<file path="config.mk">
export PLATFORM = sky130hd
export DESIGN_NAME = ace_snoop_responder
export DESIGN_NICKNAME = d
export VERILOG_FILES = /design/src/rtl/ace_snoop_responder.sv
export SDC_FILE = /design/constraint.sdc
export NUM_CORES = 1
export LEC_CHECK = 0
export BUFFER_PORTS_ARGS = -buffer_cell sky130_fd_sc_hd__buf_2
export CORE_MARGIN = 4
export CORE_UTILIZATION = 25
export CTS_BUF_LIST = sky130_fd_sc_hd__clkbuf_8
export CTS_CLUSTER_DIAMETER = 100
export DETAILED_ROUTE_END_ITERATION = 12
export HOLD_SLACK_MARGIN = 0.12
export PLACE_DENSITY = 0.55
export RECOVER_POWER = 100
export SYNTH_ARGS = -nofsm -noshare
export SYNTH_HDL_FRONTEND = slang
export SYNTH_SLANG_ARGS = --single-unit
</file>
<file path="constraint.sdc">
create_clock -name clk -period 5.9 [get_ports clk]
set_clock_uncertainty 0.1 [all_clocks]
set_input_delay 0 -clock clk [delete_from_list [all_inputs] [get_ports clk]]
set_output_delay 0 -clock clk [all_outputs]
set_load 0.005 [all_outputs]
</file>
<file path="src/rtl/ace_snoop_responder.sv">
// ace_snoop_responder
// Snoop-side slave of the L1 cache. It accepts one ACE snoop at a time on AC,
// looks the line up in the cache arrays, answers on CR (and CD when data is
// passed), and writes back the MOESI state change when one is needed.
//
// Optional feature macro: SNOOP_ERR_EN
//   defined   -> unsupported AC_SNOOP codes answer CR_RESP=00010 (Error)
//   undefined -> unsupported AC_SNOOP codes answer CR_RESP=00000
//
// Ports
//   clk, rst                 clock, asynchronous active-high reset
//   AC_*                     snoop request channel (AC_PROT unused)
//   CR_*                     snoop response {WasUnique,IsShared,PassDirty,Error,DataTransfer}
//   CD_*                     single-beat snoop data
//   lk_valid/lk_addr         array lookup strobe and address
//   lk_hit/lk_state/lk_data  lookup result, valid the cycle after lk_valid
//   upd_valid/addr/state     one-cycle line state write
//   snoop_busy               high whenever a snoop is in flight
//
// state  | meaning
// IDLE   | ready for a new snoop
// LOOKUP | lookup strobe to the arrays
// EVAL   | lookup result sampled, response computed
// RESP   | CR_VALID held until CR_READY
// DATA   | CD_VALID held until CD_READY
// UPDATE | one-cycle state write strobe
module ace_snoop_responder #(
  parameter int WIDTH_A     = 32,
  parameter int WIDTH_D     = 32,
  parameter int WIDTH_STATE = 3
) (
  input  logic                   clk,
  input  logic                   rst,
  input  logic                   AC_VALID,
  output logic                   AC_READY,
  input  logic [WIDTH_A-1:0]     AC_ADDR,
  input  logic [3:0]             AC_SNOOP,
  input  logic [2:0]             AC_PROT,
  output logic                   CR_VALID,
  input  logic                   CR_READY,
  output logic [4:0]             CR_RESP,
  output logic                   CD_VALID,
  input  logic                   CD_READY,
  output logic [WIDTH_D-1:0]     CD_DATA,
  output logic                   CD_LAST,
  output logic                   lk_valid,
  output logic [WIDTH_A-1:0]     lk_addr,
  input  logic                   lk_hit,
  input  logic [WIDTH_STATE-1:0] lk_state,
  input  logic [WIDTH_D-1:0]     lk_data,
  output logic                   upd_valid,
  output logic [WIDTH_A-1:0]     upd_addr,
  output logic [WIDTH_STATE-1:0] upd_state,
  output logic                   snoop_busy
);

  localparam logic [WIDTH_STATE-1:0] ST_I = WIDTH_STATE'(0);
  localparam logic [WIDTH_STATE-1:0] ST_S = WIDTH_STATE'(1);
  localparam logic [WIDTH_STATE-1:0] ST_E = WIDTH_STATE'(2);
  localparam logic [WIDTH_STATE-1:0] ST_O = WIDTH_STATE'(3);
  localparam logic [WIDTH_STATE-1:0] ST_M = WIDTH_STATE'(4);

  localparam logic [3:0] OP_READ_ONCE     = 4'b0000;
  localparam logic [3:0] OP_READ_SHARED   = 4'b0001;
  localparam logic [3:0] OP_READ_UNIQUE   = 4'b0111;
  localparam logic [3:0] OP_CLEAN_INVALID = 4'b1001;
  localparam logic [3:0] OP_MAKE_INVALID  = 4'b1101;

`ifdef SNOOP_ERR_EN
  localparam logic [4:0] RESP_UNSUP = 5'b00010;
`else
  localparam logic [4:0] RESP_UNSUP = 5'b00000;
`endif

  typedef enum logic [2:0] {IDLE, LOOKUP, EVAL, RESP, DATA, UPDATE} state_t;

  state_t state, state_nxt;

  logic [WIDTH_A-1:0]     addr_q;
  logic [3:0]             snoop_q;
  logic [4:0]             resp_q;
  logic [WIDTH_D-1:0]     data_q;
  logic [WIDTH_STATE-1:0] nst_q;
  logic                   pend_q;

  logic                   supported;
  logic                   hit;
  logic                   was_unique;
  logic                   dirty;
  logic [4:0]             ev_resp;
  logic [WIDTH_STATE-1:0] ev_nst;
  logic                   ev_pend;
  logic                   unused_prot;

  assign unused_prot = ^AC_PROT;

  assign supported = (AC_SNOOP == OP_READ_ONCE)     || (AC_SNOOP == OP_READ_SHARED) ||
                     (AC_SNOOP == OP_READ_UNIQUE)   || (AC_SNOOP == OP_CLEAN_INVALID) ||
                     (AC_SNOOP == OP_MAKE_INVALID);

  // Response and MOESI successor for the latched opcode against the lookup result.
  always_comb begin
    hit        = lk_hit && (lk_state != ST_I);
    was_unique = (lk_state == ST_E) || (lk_state == ST_M);
    dirty      = (lk_state == ST_M) || (lk_state == ST_O);
    ev_resp    = 5'b00000;
    ev_nst     = lk_state;
    if (hit) begin
      case (snoop_q)
        OP_READ_ONCE:   ev_resp = {was_unique, 1'b1, 1'b0, 1'b0, 1'b1};
        OP_READ_SHARED: begin
          ev_resp = {was_unique, 1'b1, 1'b0, 1'b0, 1'b1};
          if (lk_state == ST_M)      ev_nst = ST_O;
          else if (lk_state == ST_E) ev_nst = ST_S;
        end
        OP_READ_UNIQUE: begin
          ev_resp = {was_unique, 1'b0, dirty, 1'b0, 1'b1};
          ev_nst  = ST_I;
        end
        OP_CLEAN_INVALID: begin
          ev_resp = {was_unique, 1'b0, dirty, 1'b0, dirty};
          ev_nst  = ST_I;
        end
        OP_MAKE_INVALID: ev_nst = ST_I;
        default: ev_resp = 5'b00000;
      endcase
    end
    ev_pend = hit && (ev_nst != lk_state);
  end

  always_ff @(posedge clk or posedge rst) begin
    if (rst) state <= IDLE;
    else     state <= state_nxt;
  end

  always_comb begin
    state_nxt  = state;
    AC_READY   = 1'b0;
    CR_VALID   = 1'b0;
    CR_RESP    = 5'b00000;
    CD_VALID   = 1'b0;
    CD_LAST    = 1'b0;
    CD_DATA    = '0;
    lk_valid   = 1'b0;
    lk_addr    = '0;
    upd_valid  = 1'b0;
    upd_addr   = '0;
    upd_state  = '0;
    snoop_busy = (state != IDLE);
    case (state)
      IDLE: begin
        // Held low while rst is asserted even though the FSM already sits in IDLE.
        AC_READY = !rst;
        if (AC_VALID) state_nxt = supported ? LOOKUP : RESP;
      end
      LOOKUP: begin
        lk_valid  = 1'b1;
        lk_addr   = addr_q;
        state_nxt = EVAL;
      end
      EVAL: state_nxt = RESP;
      RESP: begin
        CR_VALID = 1'b1;
        CR_RESP  = resp_q;
        if (CR_READY) begin
          if (resp_q[0])   state_nxt = DATA;
          else if (pend_q) state_nxt = UPDATE;
          else             state_nxt = IDLE;
        end
      end
      DATA: begin
        CD_VALID = 1'b1;
        CD_LAST  = 1'b1;
        CD_DATA  = data_q;
        if (CD_READY) state_nxt = pend_q ? UPDATE : IDLE;
      end
      UPDATE: begin
        upd_valid = 1'b1;
        upd_addr  = addr_q;
        upd_state = nst_q;
        state_nxt = IDLE;
      end
      default: state_nxt = IDLE;
    endcase
  end

  always_ff @(posedge clk or posedge rst) begin
    if (rst) begin
      addr_q  <= '0;
      snoop_q <= 4'b0000;
      resp_q  <= 5'b00000;
      data_q  <= '0;
      nst_q   <= '0;
      pend_q  <= 1'b0;
    end else if (state == IDLE && AC_VALID) begin
      addr_q  <= AC_ADDR;
      snoop_q <= AC_SNOOP;
      // Unsupported opcodes skip the lookup, so their response is settled here.
      resp_q  <= supported ? 5'b00000 : RESP_UNSUP;
      pend_q  <= 1'b0;
    end else if (state == EVAL) begin
      resp_q  <= ev_resp;
      data_q  <= lk_data;
      nst_q   <= ev_nst;
      pend_q  <= ev_pend;
    end
  end

endmodule
</file>
Word-level counts from Yosys, hierarchy flattened
Index checks and enable logic that the tools add are counted.
{"block": "classes", "muxes": 27, "eq_ne": 20, "bitwise_logic": 1, "add_sub_neg": 0, "shifts": 0, "n_reduce_logical": 20, "order_cmp": 0, "div_mod_pow": 0, "multipliers": 0}
{"op": "32-bit two-way mux", "count": 3}
{"op": "3-bit two-way mux", "count": 9}
{"op": "5-bit two-way mux", "count": 4}
{"op": "4-bit equality test (second input constant)", "count": 4}
{"op": "3-bit case mux with 5 select lines", "count": 1}
{"op": "5-bit case mux with 3 select lines", "count": 1}
{"op": "3-bit by 2-bit equality test with 1-bit output (second input constant)", "count": 4}
{"op": "3-bit equality test (second input constant)", "count": 3}
{"op": "4-bit by 1-bit equality test with 1-bit output (second input constant)", "count": 2}
{"op": "4-bit by 3-bit equality test with 1-bit output (second input constant)", "count": 2}
{"op": "4-bit zero test", "count": 2}
{"op": "1-bit two-way mux", "count": 7}
{"op": "1-bit logical OR", "count": 6}
{"op": "2-bit != test (second input constant)", "count": 3}
{"op": "3-bit case mux with 2 select lines", "count": 1}
{"op": "3-bit nonzero test", "count": 2}
{"op": "3-bit by 1-bit equality test with 1-bit output (second input constant)", "count": 1}
{"op": "1-bit logical AND", "count": 3}
{"op": "3-bit zero test", "count": 1}
{"op": "3-bit != test", "count": 1}
{"op": "3-bit AND reduction", "count": 1}
{"op": "3-bit OR reduction", "count": 1}
{"op": "2-bit two-way mux", "count": 1}
{"op": "2-bit AND reduction", "count": 1}
{"op": "other kinds (4)", "count": 4}
{"block": "totals", "in_bits": 80, "latch_bits": 0, "out_inout_bits": 111, "word_cells": 75, "n_memories": 0, "romBits": 0, "regBits": 80, "mem_bits_rw": 0}

Logic depth before layout (Yosys ltp)
Gate-level depths: netlist of run 1.
{"block": "depth", "depth_word": 9, "mapped_depth": 6, "mapped_depth_nobuf": 4}

Worst setup path after synthesis of run 1
No wires, ideal clock.
{"block": "synth_timing", "path_kind": "reg2reg", "start": "reg state[2]", "end": "reg addr_q[22]", "period_less_slack_ns": 1.581, "path_stages_with_launch": 5, "t_arrival_ns": 1.353, "slack_ns": 4.319, "t_required_ns": 5.672, "path_buffers": 2, "cell_sequence": "dfrtp_1 nor4b_2 buf_4 buf_4 mux2_1"}
{"block": "synth_via", "elab_chain_cells": 2}
{"item": "start, declared", "line": "77", "text": "state_t state, state_nxt;"}
{"item": "start signal, assigned", "line": "133", "text": "else state <= state_nxt;"}
{"item": "3-bit zero test", "line": "195", "text": "end else if (state == IDLE && AC_VALID) begin"}
{"item": "1-bit logical AND", "line": "195"}
{"item": "end signal, assigned", "line": "189", "text": "addr_q <= '0;"}
{"item": "end signal, assigned", "line": "196", "text": "addr_q <= AC_ADDR;"}
{"item": "end, declared", "line": "79", "text": "logic [WIDTH_A-1:0] addr_q;"}
Every way passes these cells.
A chain may end at the register's enable or synchronous reset.

Worst setup path in the final report of run 1
{"block": "layout_timing", "start": "reg state[0]", "end": "reg resp_q[4]"}
{"block": "layout_via", "elab_chain_cells": 3}
{"item": "3-bit zero test", "line": "195"}
{"item": "1-bit logical AND", "line": "195"}
{"item": "5-bit two-way mux or 2-bit nonzero test (tied branches)"}
{"item": "end signal, assigned", "line": "199", "text": "resp_q <= supported ? 5'b00000 : RESP_UNSUP;"}
{"item": "end signal, assigned", "line": "202", "text": "resp_q <= ev_resp;"}
{"item": "end, declared", "line": "81", "text": "logic [4:0] resp_q;"}
Several ways; a longest one is shown, not always the timed one.

==> results.txt, run 1 <==
Status -> finished with violations
Failing checks -> capacitance limit, slew limit
Top-count cell post-synth -> nand2_1
Worst hold stages -> 4
Mapped Cells -> 425
Worst Path Arrival -> 3.89 ns
Routed Antenna Nets -> 0
Reg2Reg Depth -> 6
Met3 usage -> 0.0289
DR DRC count -> 0
Top Usage Layer GRT -> met2
Die Footprint -> 18500 µm²
Initial Util -> 0.256
Crit Path Category -> flop to flop
CP cell instances -> nor4b_1 > clkbuf_1 > nor2_1 > nand2_1 > o41ai_1 > dlygate4sd3_1
Core Region -> 16000 µm²
Via density -> 4.18
Met1 usage -> 0.135
R2r setup slk -> 2.15 ns
Num ports -> 191
Peak supply drop -> 0.000123 V
Headroom to the max-slew limit -> -0.353
Max-slew violations -> 75
Max-cap violation count -> 2
Met2 Use GR -> 0.226
Die height -> 136 µm
Sink Count -> 79
Cell taking the most area after synthesis -> dfrtp_1
YS warnings -> 0
Vias in the first global route -> 3858
Hold Path End -> data_q[31]$_DFFE_PP0P_
Yosys top cell area share -> 0.482
Reg-to-Reg Start -> state[0]$_DFFE_PP0P_
Worst min path class -> input pin to flop
Grt total ovfl -> 0
Nets -> 758
Synth cell count leaders -> nand2_1, and2_1, dfrtp_1
WL final -> 11600 µm
Final core occ -> 0.383
CP max stage cell -> clkbuf_1
Largest net degree at the start of global routing -> 80
Hold Path Origin -> lk_data[31]
CP Buf/Inv Count -> 2
# rows -> 46
Fraction of registers with async set/reset -> 1.00
Levels on crit path -> 6
H-tree Lvls -> 3
Fillers -> 1676
Ratio of cells with drive above 1 in the final layout -> 0.285
Post-CTS Hold Fix Bufs -> 82
Register area share after synthesis -> 0.482
GPL Wtd Cong -> 0.758
Synth cell types -> 44
RSZ-0062 raised after global routing -> false
Clock Latency Late Sink -> 0.35 ns
Critical Path Sink Type -> flop
Overall global routing resource usage -> 0.124
1st-pass router iterations -> 4
Syn Nets -> 505
Post-synthesis instance area -> 4100 µm²
Crit Path Max Fanout -> 38
Syn Area/Cell -> 9.65 µm²
Post-cts repair resize count -> 0
CP Launch Type -> flop
N_diodes -> 0
Fmax -> 267 MHz
Critical path's largest stage delay -> 1.48 ns
Top post-synthesis cells by area -> dfrtp_1, and2_1, nand2_1
Req. time, crit path -> 6.04 ns
TritonCTS clock tree -> yes
Final Hold Fails -> 0
Wire length per cell -> 12.9 µm
Post-synth top flop -> dfrtp_1
Post-synth EDFFs -> 0
RR Endpoint -> resp_q[4]$_DFFE_PP0P_
Vias post-DR -> 3747
Iter 0 DRT Violations -> 100
First-pass GRT wire length -> 18200 µm
Sequential Area -> 1980 µm²
Synth Register Bits -> 79
Fin crit period -> 3.75 ns
Final Setup Violations -> 0
Postcts setup bufs -> 0
Critical path's top delay family -> buffers and inverters
Clk root buf -> clkbuf_8
P per Cell Area -> 379 nW/µm²
I/O Buffers -> 186
Clock slew at reported path FFs -> 0.08 ns
P_leak -> 3.06 nW
Area growth, synth to finish -> 49.4%
Post-detail-place hpwl -> 8010 µm
Initial antenna violation count -> 0
CTS buffer count -> 9
Worst-margin pin slew -> 2.03 ns
Tcrit/Tclk final -> 0.635
Bufs on Longest Clock Path -> 2
Multi-input gate area -> 1910 µm²
Horiz. Die Dim -> 136 µm
Setup TNS -> 0 ns
==> cells by family (layout without fill, tap and decap cells) <==
kind of cell / Yosys count / count (layout) / share of synthesized area
buffers and inverters: 36 / 292 / 0.0525
DFF: 79 / 79 / 0.482
xor gates and xnor gates: 2 / 2 / 0.00610
muxes: 36 / 36 / 0.0988
and+or+nand+nor: 240 / 240 / 0.311
AOI/OAI and AO/OA: 31 / 31 / 0.0485
other: 1 / 1 / 0.000914
==> routing by layer <==
metal  vias to the layer above  wire length, µm
met5                         -                0
met4                         0              269
met1                      1769             4750
met3                        21              569
met2                        90             5990
li1                       1867                -
==> cells in the final DEF (no fill, tap or decap), drive strengths merged, types with 2 or more instances in the layout <==
cell	netlist	routed
a21oi	8	8
a31oi	2	2
and2	103	103
and3b	3	3
buf	25	154
bufinv	0	2
clkbuf	5	47
clkinvlp	0	2
dfrtp	79	79
dlygate4sd3	0	82
inv	6	5
mux2	36	36
nand2	104	104
nand3	2	2
nor2	9	9
nor2b	2	2
nor3	2	2
nor3b	4	4
nor4	2	2
nor4b	2	2
o21a	2	2
o21ai	8	8
o22ai	2	2
or2	2	2
or3	2	2
xnor2	2	2
==> stage by stage <==
stage	std cells	power (mW)	cell area (µm²)	worst slack (ns)	hold slack [ns]
floorplan	425	1.61	4100	3.78	-0.0689
global placement	801	1.81	5160	3.58	0.0922
detailed placement	801	1.84	5160	3.56	0.0971
CTS	897	2.38	6200	3.13	0.227
global route	897	2.53	6130	1.77	0.264
finish	897	2.32	6130	2.15	0.265
==> cell type report <==
class	instances	area share
timing repair buffer	272	0.283
multi-input combinational	310	0.311
sequential	79	0.323
clock buffer	11	0.0247
inverter	6	0.00388
tap	216	0.0441
clock inverter	3	0.0110
==> state kept, by name (all words and copies together), names as in the netlist <==
signal	cells
addr_q	32
data_q	32
state	3
resp_q	4
snoop_q	4
pend_q	1
nst_q	3
==> worst max-delay path by stage <==
| stage | slack (ns) | start | to |
|---|---|---|---|
| detailed placement | 3.56 | state[2]$_DFFE_PP0P_ | nst_q[0]$_DFFE_PP0P_ |
| CTS | 3.13 | state[2]$_DFFE_PP0P_ | state[2]$_DFFE_PP0P_ |
| floorplan | 3.78 | rst | addr_q[0]$_DFFE_PP0P_ |
| finish | 2.15 | state[0]$_DFFE_PP0P_ | resp_q[4]$_DFFE_PP0P_ |
| global route | 1.77 | state[0]$_DFFE_PP0P_ | resp_q[4]$_DFFE_PP0P_ |
| global placement | 3.58 | state[2]$_DFFE_PP0P_ | nst_q[0]$_DFFE_PP0P_ |
==> worst reg2reg max path, cell delays in order (launching register included) <==
cell and delay [ns]:
dfrtp_1 0.56, nor4b_1 0.31, clkbuf_1 1.48, nor2_1 0.37
nand2_1 0.18, o41ai_1 0.08, dlygate4sd3_1 0.56
==> power breakdown <==
group	switching [mW]	total, mW	internal [mW]
registers	0.186	0.997	0.810
clock network	0.190	0.447	0.257
logic	0.449	0.877	0.428
(Power assumes the default switching activity.)
==> inputs of run 2 (changes only) <==
Settings changed: ABC_AREA from default to 1, PLACE_DENSITY 0.55 to 0.56.
Clock period 5.9 ns to 3.46 ns, I/O delays scaled along.
==> run 2 against run 1 <==
Routed wire length up 2.2%. The run now ends clean. Setup slack worse by 1.4 ns. Fmax up 36%. Largest cell class unchanged. Core utilization up 1.0 points. Total power up 75%. Register-to-register slack worse by 1.4 ns. Highest routed layer unchanged. Sequential cell count unchanged. Non-clock buffer count up 5. Sequential power up 51%. Hold slack better by 0.0016 ns. Global-route usage up 0.86 points. Largest power group is now combinational cells.
==> results.txt, run 2 <==
Synth Register Bits -> 79 (unchanged)
Worst-margin pin slew -> 1.24 ns (was 2.03 ns)
WL final -> 11800 µm (was 11600 µm)
Register area share after synthesis -> 0.505 (was 0.482)
Top flop regs -> addr_q x32, data_q x32 (unchanged)
Largest net degree at the start of global routing -> 50 (was 80)
Cell taking the most area after synthesis -> dfrtp_1 (unchanged)
Core Region -> 15300 µm² (was 16000 µm²)
Final Setup Violations -> 0 (unchanged)
Overall global routing resource usage -> 0.132 (was 0.124)
DR DRC count -> 0 (unchanged)
Nets -> 867 (was 758)
Clk root buf -> clkbuf_8 (unchanged)
Fin crit period -> 2.75 ns (was 3.75 ns)
Worst Path Arrival -> 2.91 ns (was 3.89 ns)
Fraction of registers with async set/reset -> 1.00 (unchanged)
Top post-synthesis cells by area -> dfrtp_1, nor2_1, nand2_1 (was dfrtp_1, and2_1, nand2_1)
Post-synth top flop -> dfrtp_1 (unchanged)
Yosys top cell area share -> 0.505 (was 0.482)
Synth cell count leaders -> nor2_1, nand2_1, inv_1 (was nand2_1, and2_1, dfrtp_1)
Vias post-DR -> 4064 (was 3747)
P_leak -> 2.99 nW (was 3.06 nW)
CTS buffer count -> 9 (unchanged)
Cells after DPL -> 901 (was 801)
First-pass GRT wire length -> 18800 µm (was 18200 µm)
Fmax -> 364 MHz (was 267 MHz)
Worst min path class -> input pin to flop (unchanged)
Status -> completed (was finished with violations)
Ratio of cells with drive above 1 in the final layout -> 0.178 (was 0.285)
Max-slew violations -> 0 (was 75)
Post-detail-place hpwl -> 8000 µm (was 8010 µm)
Via density -> 4.06 (was 4.18)
Wire length per cell -> 11.8 µm (was 12.9 µm)
CP Launch Type -> flop (unchanged)
Num ports -> 191 (unchanged)
Top-count cell post-synth -> nor2_1 (was nand2_1)
Setup TNS -> 0 ns (unchanged)
Initial Util -> 0.256 (about the same)
Non-Filler Instances -> 1002 (was 897)
Fillers -> 1627 (was 1676)
Die height -> 133 µm (was 136 µm)
Most common cell after layout, fill and taps aside -> nor2_1 (was buf_2)
Post-synthesis instance area -> 3910 µm² (was 4100 µm²)
Peak supply drop -> 0.000256 V (was 0.000123 V)
Post-synth EDFFs -> 0 (unchanged)
Tcrit/Tclk final -> 0.795 (was 0.635)
Most frequent cells in the layout -> nor2_1, inv_1, nand2_1 (was buf_2, nand2_1, dlygate4sd3_1)
Initial antenna violation count -> 0 (unchanged)
GPL Wtd Cong -> 0.768 (was 0.758)
Clock Latency Late Sink -> 0.36 ns (was 0.35 ns)
Area growth, synth to finish -> 53.4% (was 49.4%)
Synth cell types -> 26 (was 44)
# rows -> 45 (was 46)
Syn Area/Cell -> 7.46 µm² (was 9.65 µm²)
Critical Path Sink Type -> flop (unchanged)
Vias in the first global route -> 3829 (was 3858)
P per Cell Area -> 675 nW/µm² (was 379 nW/µm²)
YS warnings -> 0 (unchanged)
Die Footprint -> 17700 µm² (was 18500 µm²)
Post-cts repair resize count -> 0 (unchanged)
RSZ-0062 raised after global routing -> false (unchanged)
Final core occ -> 0.393 (was 0.383)
TritonCTS clock tree -> yes (unchanged)
Grt total ovfl -> 0 (unchanged)
N_diodes -> 0 (unchanged)
Iter 0 DRT Violations -> 137 (was 100)
Req. time, crit path -> 3.62 ns (was 6.04 ns)
Max-cap violation count -> 0 (was 2)
Horiz. Die Dim -> 133 µm (was 136 µm)
1st-pass router iterations -> 4 (unchanged)
H-tree Lvls -> 3 (unchanged)
Crit Path Max Fanout -> 49 (was 38)
Headroom to the max-slew limit -> 0.170 (was -0.353)
Clock slew at reported path FFs -> 0.09 ns (was 0.08 ns)
Routed Antenna Nets -> 0 (unchanged)
I/O Buffers -> 186 (unchanged)
Final Hold Fails -> 0 (unchanged)
Crit Path Category -> flop to flop (unchanged)
Sink Count -> 79 (unchanged)
Mapped Cells -> 524 (was 425)
Syn Nets -> 604 (was 505)
Bufs on Longest Clock Path -> 2 (unchanged)
## run 2: cell types whose count changed after synthesis, sizes merged, moves of 10 or more
cell / before / now
and2: 103 / 0
inv: 6 / 96
mux2: 36 / 0
nand2: 104 / 94
nor2: 9 / 116
o21ai: 8 / 89
## run 2: path summary, 6_finish.rpt
kind,from,to,slack [ns],cells after the start
setup / recovery,state[2]$_DFFE_PP0P_,data_q[3]$_DFFE_PP0P_,0.71,6
hold / removal,lk_data[27],data_q[27]$_DFFE_PP0P_,0.27,4
setup reg to reg,state[2]$_DFFE_PP0P_,data_q[3]$_DFFE_PP0P_,0.71,6
hold reg to reg,nst_q[0]$_DFFE_PP0P_,nst_q[0]$_DFFE_PP0P_,0.40,2
max in group asynchronous,rst,addr_q[20]$_DFFE_PP0P_,1.12,5
min in group asynchronous,rst,addr_q[9]$_DFFE_PP0P_,0.88,4
## run 2: layout make-up
cell class	instances	area, µm²	share of cell area
sequential	79	1980	0.329
timing repair buffer	277	1730	0.288
multi-input combinational	324	1390	0.231
inverter	96	362	0.0603
tap	211	264	0.0440
clock inverter	6	158	0.0263
clock buffer	9	124	0.0206
## run 2: repair_timing
action / in CTS / in global routing
setup endpoints to repair: 0 / 0
hold buffers: 86 / 0
buffers inserted: 0 / 0
hold endpoints to repair: 158 / 0
## run 2: stage by stage
step                power [mW]  instance area (µm²)  hold WS (ns)  worst slack, ns
finish                    4.05                 6000         0.267            0.711
global route              4.42                 6000         0.273            0.491
CTS                       4.19                 6130         0.231            0.901
detailed placement        3.06                 4990       -0.0550             1.38
global placement          3.03                 4990       -0.0610             1.39
floorplan                 2.63                 3910       -0.0689             1.34
## run 2: per-layer routing
| layer | wire, µm | GRT usage | up-vias | share of wire |
|---|---|---|---|---|
| li1 | - | - | 2105 | - |
| met1 | 5210 | 0.159 | 1808 | 0.44 |
| met2 | 5680 | 0.225 | 131 | 0.48 |
| met3 | 632 | 0.0251 | 20 | 0.053 |
| met4 | 315 | 0.0670 | 0 | 0.027 |
| met5 | 0 | 0 | - | 0 |
## run 2: cell families after synthesis
group | after synthesis | share of synthesized area
compound gates | 96 | 0.128
flops | 79 | 0.505
simple gates | 227 | 0.235
other cells | 1 | 0.000959
buf+inv | 121 | 0.131
## run 2: worst max-delay path, cell delays in order (launching register included)
cell and delay (ns):
dfrtp_1 0.45, nor2_1 0.12, nand2_1 0.10, inv_1 0.91, clkbuf_1 0.66, nand2_1 0.15, o21ai_0 0.14
## run 2: report_power, final
group	internal, mW	leakage [nW]	switching, mW
combinational	0.562	1.87	1.00
clock	0.621	0.136	0.357
sequential	1.36	0.980	0.147
